[src/rtl/fft_out_serializer.sv]
// Double-buffered serializer: streams one 8-point complex FFT/IFFT frame per element with valid/ready.
// Define IFFT_SCALE_EN to apply 1/8 round-half-up scaling to elements of IFFT (mode=1) frames.
module fft_out_serializer #(
    parameter int DW = 16
) (
    input  logic             clk,
    input  logic             reset,
    input  logic             mode,
    input  logic             load,
    input  logic [16*DW-1:0] y_in,
    input  logic             out_ready,
    output logic             out_valid,
    output logic [DW-1:0]    out_re,
    output logic [DW-1:0]    out_im,
    output logic [2:0]       out_idx,
    output logic             out_last,
    output logic             busy,
    output logic             load_drop
);
    typedef enum logic {IDLE, STREAM} state_t;

    state_t           state;
    logic [16*DW-1:0] act_frame, pend_frame;
    logic             act_mode, pend_mode, pend_full;
    logic [2:0]       idx;
    logic             xfer, last_xfer;
    logic [DW-1:0]    raw_re, raw_im;

    assign xfer      = (state == STREAM) && out_ready;
    assign last_xfer = xfer && (idx == 3'd7);

    always_ff @(posedge clk) begin
        if (reset) begin
            state     <= IDLE;
            pend_full <= 1'b0;
            idx       <= 3'd0;
            load_drop <= 1'b0;
        end else begin
            load_drop <= 1'b0;
            case (state)
                IDLE: begin
                    if (load) begin
                        act_frame <= y_in;
                        act_mode  <= mode;
                        idx       <= 3'd0;
                        state     <= STREAM;
                    end
                end
                STREAM: begin
                    if (last_xfer) begin
                        idx <= 3'd0;
                        // Pending frame (if any) always goes first; a coincident load queues behind it.
                        if (pend_full) begin
                            act_frame <= pend_frame;
                            act_mode  <= pend_mode;
                            if (load) begin
                                pend_frame <= y_in;
                                pend_mode  <= mode;
                            end else begin
                                pend_full <= 1'b0;
                            end
                        end else if (load) begin
                            act_frame <= y_in;
                            act_mode  <= mode;
                        end else begin
                            state <= IDLE;
                        end
                    end else begin
                        if (xfer)
                            idx <= idx + 3'd1;
                        if (load) begin
                            if (!pend_full) begin
                                pend_frame <= y_in;
                                pend_mode  <= mode;
                                pend_full  <= 1'b1;
                            end else begin
                                load_drop <= 1'b1;
                            end
                        end
                    end
                end
                default: state <= IDLE;
            endcase
        end
    end

    assign raw_re = act_frame[(int'(idx) * 2) * DW +: DW];
    assign raw_im = act_frame[(int'(idx) * 2 + 1) * DW +: DW];

`ifdef IFFT_SCALE_EN
    // (v + 4) >>> 3 at DW+1 bits so the rounding add cannot wrap.
    function automatic logic [DW-1:0] scale(input logic [DW-1:0] v);
        logic signed [DW:0] t;
        t = {v[DW-1], v};
        t = t + {{(DW-2){1'b0}}, 3'd4};
        t = t >>> 3;
        return t[DW-1:0];
    endfunction
`else
    logic unused_mode;
    assign unused_mode = act_mode;
`endif

    always_comb begin
        out_re = '0;
        out_im = '0;
        if (state == STREAM) begin
`ifdef IFFT_SCALE_EN
            out_re = act_mode ? scale(raw_re) : raw_re;
            out_im = act_mode ? scale(raw_im) : raw_im;
`else
            out_re = raw_re;
            out_im = raw_im;
`endif
        end
    end

    assign out_valid = (state == STREAM);
    assign out_idx   = idx;
    assign out_last  = out_valid && (idx == 3'd7);
    assign busy      = out_valid || pend_full;

endmodule

[config.mk]
export PLATFORM = sky130hd
export DESIGN_NAME = fft_out_serializer
export DESIGN_NICKNAME = d
export VERILOG_FILES = /design/src/rtl/fft_out_serializer.sv
export SDC_FILE = /design/constraint.sdc
export NUM_CORES = 1
export LEC_CHECK = 0
export CAP_MARGIN = 20
export CORE_ASPECT_RATIO = 0.9
export CORE_MARGIN = 4
export CORE_UTILIZATION = 40
export DETAILED_ROUTE_END_ITERATION = 6
export GPL_ROUTABILITY_DRIVEN = 0
export SLEW_MARGIN = 0
export SYNTH_ARGS = -nofsm -noshare
export SYNTH_HDL_FRONTEND = slang
export SYNTH_SLANG_ARGS = --single-unit
[constraint.sdc]
create_clock -name clk -period 36.8 [get_ports clk]
set_input_delay 5.52 -clock clk [delete_from_list [all_inputs] [get_ports clk]]
set_output_delay 5.52 -clock clk [all_outputs]
set_load 0.03 [all_outputs]
# Word-level counts from Yosys, hierarchy flattened

Cells that the tools add are included.

Add/sub/neg operators: 2
Bitwise operators: 3
Reduce and logical (&&, ||, !) cells: 10
Equality and inequality tests: 7
Multiplexer cells: 23
Shifts and indexed selects: 2

Operators by type and width:

| kind                                          | number |
|---|---|
| two-way mux 256 bit                           | 8 |
| case mux 256 bit (2 select lines)             | 1 |
| indexed part select 256 x 10 -> 16 bit        | 1 |
| indexed part select 256 x 9 -> 16 bit         | 1 |
| two-way mux 16 bit                            | 2 |
| two-way mux 3 bit                             | 3 |
| two-way mux 1 bit                             | 7 |
| != test 2 bit, second input constant          | 3 |
| case mux 3 bit (2 select lines)               | 1 |
| AND reduction 2 bit                           | 3 |
| AND reduction 6 bit                           | 1 |
| adder 4 x 1 -> 5 bit, second input constant   | 1 |
| != test 2 x 1 -> 1 bit, second input constant | 2 |
| OR reduction 4 bit                            | 1 |
| adder 3 x 1 -> 3 bit, second input constant   | 1 |
| equality test 3 bit, second input constant    | 1 |
| logical AND 1 bit                             | 3 |
| != test 3 x 1 -> 1 bit, second input constant | 1 |
| inverter 1 bit                                | 3 |
| case mux 1 bit (2 select lines)               | 1 |
| nonzero test 2 bit                            | 1 |
| logical OR 1 bit                              | 1 |

Output and inout bits: 39
Word-level logic and storage cells: 53
Bits in registers: 518
Input bits: 261

# Longest topological paths before layout

Depth after elaboration: 4
Mapped depth: 9
Depth with buffers taken out: 5

# Worst setup path after synthesis

Ideal clock, no wire load.

Path type: input port to flip-flop
From: input load
To: register pend_frame[0] (enable)
Cell stages on the path: 5
Setup time: 1.589 ns
Arrival: 32.173 ns
Slack: 3.038 ns
Required time: 35.211 ns
Buffers on the path: 3
Cell sequence: buf_2 > buf_4 > buf_4 > inv_1 > nor4b_1

Word-level cells in the longest chain between the ends: 2
Elaborated cells between the ends (all ways): 3
Those cells by class: eq/ne (1); reduce/logical (2)

RTL lines:

| item                                                          | line | RTL |
|---|---|---|
| start, declared                                               | 9    | `input logic load,` |
| != test 2 bit (no line) or nonzero test 2 bit (tied branches) | --   |  |
| AND reduction 6 bit (no line) (*)                             | --   |  |
| end signal, assigned                                          | 57   | `pend_frame <= y_in;` |
| end signal, assigned                                          | 73   | `pend_frame <= y_in;` |
| end, declared                                                 | 23   | `logic [16*DW-1:0] act_frame, pend_frame;` |

Mark *: on every way between the ends. The rest lies on a longest branch, timed or not.
A chain may end at the register's enable or synchronous reset.

# Worst setup path after layout

From: register idx[1] (netlist: out_idx[1])
To: output out_im[15]

Word-level cells in the longest chain between the ends: 3

RTL lines:

| item                                   | line | RTL |
|---|---|---|
| start, declared                        | 25   | `logic [2:0] idx;` |
| start signal, assigned                 | 70   | `idx <= idx + 3'd1;` |
| adder 4 x 1 -> 5 bit                   | 88   | `assign raw_im = act_frame[(int'(idx) * 2 + 1) * DW +: DW];` |
| indexed part select 256 x 10 -> 16 bit | 88   |  |
| two-way mux 16 bit                     | 107  | `if (state == STREAM) begin` |
| end, declared                          | 14   | `output logic [DW-1:0] out_im,` |

No other way between the ends.

==> impl_metrics.json <==
{
  "status": "complete, no violations",
  "drt_iter0_drc": 1162,
  "wl_um": 59200,
  "cts_max_path_buffers": 3,
  "syn_nets": 1858,
  "drv_cap": 0,
  "overflow": 0,
  "p_switching_uw": 312,
  "synth_cells": 1595,
  "hold-worst-slack_ns": 0.520,
  "synth.largest_area_cell": "edfxtp_1",
  "worst_pin_slew_ns": 1.43,
  "met1_usage_pct": 27.8,
  "synth_area_mm2": 0.0231,
  "drv_slew": 0,
  "period_share_pct": 27.1,
  "grt.met3_usage_pct": 5.17,
  "routedWlPerCell_um": 22.2,
  "synthDistinctLibCells": 30,
  "die_w_um": 261,
  "netlist.area_leader.share_pct": 66.6,
  "totalNegativeSetupSlack_ns": 0,
  "crit_path_end_kind": "primary output",
  "cts-resized-gates": 0,
  "fin_skew_ns": 0.0199,
  "clock.fmax_mhz": 100,
  "fin_nets": 2109,
  "cts_hold_buf": 0,
  "cts_setup_buffers": 0,
  "yosysSeqAreaShare_pct": 67.2,
  "busiest_layer": "met1",
  "cp.arrival_ns": 4.46,
  "fp.dieArea_mm2": 0.0616,
  "mostFrequentLayoutCell": "edfxtp_1",
  "rsz0062_at_grt": "false",
  "use_met2_pct": 27.6,
  "synth-seq-cells": 518,
  "syn_avg_cell_area_um2": 14.5,
  "setup_viol": 0,
  "seqPwrFrac_pct": 51.9,
  "drive_above_1_share_pct": 6.87,
  "post-dp-hpwl_um": 36700,
  "clkSinkCount": 518,
  "core_mm2": 0.0571,
  "powerDensity_mw_per_mm2": 48.1,
  "hold_path.class": "reg2reg",
  "cts_inserted_buffers": 56,
  "antenna_left": 0,
  "layout_common_cells": "edfxtp_1, mux2i_1, clkdlybuf4s50_1",
  "power.share.combinational_pct": 9.3,
  "ys_top_cells_by_area": "edfxtp_1, mux2i_1, nand2_1",
  "n_fill_cell": 4950,
  "rows": 83,
  "dr_total_vias": 14000,
  "drcViolationCount": 0,
  "die_height_um": 236,
  "gr-usage-all-layers_pct": 18.8,
  "grt_pass1_wl_um": 89800,
  "ys_warn_count": 0,
  "power_leakage_nw": 9.67,
  "internal_power_mw": 1.05,
  "clk_latency_ns": 0.60,
  "timing.slew.headroom_pct": 4.50,
  "p_sw_share_pct": 23.0,
  "crit_fanout": 53,
  "cp_data_required_time_ns": 31.28,
  "vdd_ir_drop_max_mv": 0.0326,
  "r2r_slack_ns": 32.50,
  "fin_crit_ns": 9.98,
  "io_buffers": 298,
  "clk_pin_slew_worst_paths_ns": 0.06,
  "path_class": "reg2out",
  "ios": 300,
  "final_hold_viol_count": 0,
  "cts_tree": "built",
  "grt_pass1_vias": 14200,
  "start_kind": "flop",
  "via_per_inst": 5.25,
  "grt_max_degree": 246,
  "antenna_found_initial": 19,
  "drtPass1Iterations": 5,
  "cts_htree_levels": 2,
  "power_frac_clock_pct": 38.8,
  "root_buffer": "clkbuf_16",
  "areaGrowthSynthToFinish_pct": 22.3,
  "initial_utilization_pct": 40.4
}
[area by class of cell]
cell class,instances,area (um2),area share [%]
clock buffers,65,1460,5.16
diodes,9,22.5,0.0798
clock inverters,38,219,0.776
repair buffers,312,3130,11.1
well taps,765,957,3.39
inverters,1,3.75,0.0133
multi-input cells,957,6940,24.6
flip-flops and latches,518,15500,54.9
[critical path, cell delays in order, from the launching register on]
cell             delay [ns]
dfxtp_4                0.99
buf_4                  0.96
mux2i_1                0.19
a22oi_1                0.69
o211a_1                0.30
clkdlybuf4s50_1        0.68
[flip-flops by register name, summed over array words and instances, names as in the netlist]
signal,cells
act_frame,256
load_drop,1
out_idx,3
out_valid,1
pend_frame,256
pend_full,1
[power groups by stage]
| stage | Clock, mW | Combinational, mW | Sequential [mW] |
|---|---|---|---|
| after detailed placement | 0 | 0.128 | 0.717 |
| after floorplan | 0 | 0.0726 | 0.722 |
| after global routing | 0.564 | 0.139 | 0.708 |
| after global placement | 0 | 0.124 | 0.716 |
| after CTS | 0.541 | 0.128 | 0.705 |
| final | 0.527 | 0.126 | 0.705 |
[stage by stage]
step | total power [mW] | util [%] | worst slack, ns | std cells | cell area (um2)
floorplan | 0.795 | - | 3.04 | 1595 | 23100
global placement | 0.839 | 46.5 | 27.43 | 2553 | 26500
detailed placement | 0.844 | 46.5 | 27.41 | 2553 | 26500
CTS | 1.37 | 49.4 | 26.73 | 2656 | 28200
global route | 1.41 | 49.4 | 26.70 | 2658 | 28200
finish | 1.36 | 49.4 | 26.82 | 2665 | 28200
[cells in the mapped netlist]
cell type  count
nor2_1         3
buf_4          6
and2_1         3
nor4bb_1       1
nor4b_1        1
o21ai_1      100
mux4_2        32
nor2b_1        1
dfxtp_1        6
nand4b_1       1
inv_1          1
a32oi_1        1
ha_1           2
nand3_1        1
clkbuf_4       2
a21oi_1        4
mux2i_1      321
o211a_1       32
o21ai_0      158
xnor2_1        1
edfxtp_1     512
a21boi_0       1
clkbuf_1      40
or2_2          1
nand2_1      260
buf_1          1
a22oi_1       32
nor3_1         1
buf_2         54
buf_6         16
[cells by family (layout without fill, tap and decap cells)]
family / count (synthesis) / count (layout) / share of synthesized area, %
AO/OA/AOI/OAI: 328 / 328 / 8.18
XOR/XNOR: 1 / 1 / 0.0380
adder cells (fa/ha/maj): 2 / 2 / 0.108
buffers and inverters: 120 / 416 / 2.90
flip-flops: 518 / 518 / 67.2
multiplexers: 353 / 353 / 17.0
other: 0 / 9 / 0
AND/OR/NAND/NOR: 273 / 273 / 4.58
[per-layer routing]
metal	part of all wire, %	up-vias	wire (um)
met5	0.26	-	155
met4	1.9	22	1100
met2	44	316	25800
met3	6.6	99	3890
li1	-	6612	-
met1	48	6948	28200
[worst paths after layout]
check,start,end,cells past startpoint
worst max-delay path,out_idx[1]$_SDFFE_PP0P_,out_im[15],5
worst min-delay path,pend_frame[65]$_DFFE_PP_,act_frame[65]$_DFFE_PP_,2
worst max register to register,out_valid$_SDFF_PP0_,act_frame[196]$_DFFE_PP_,4
worst min register to register,pend_frame[65]$_DFFE_PP_,act_frame[65]$_DFFE_PP_,2
Note: power is estimated with default switching activity, not from simulation.
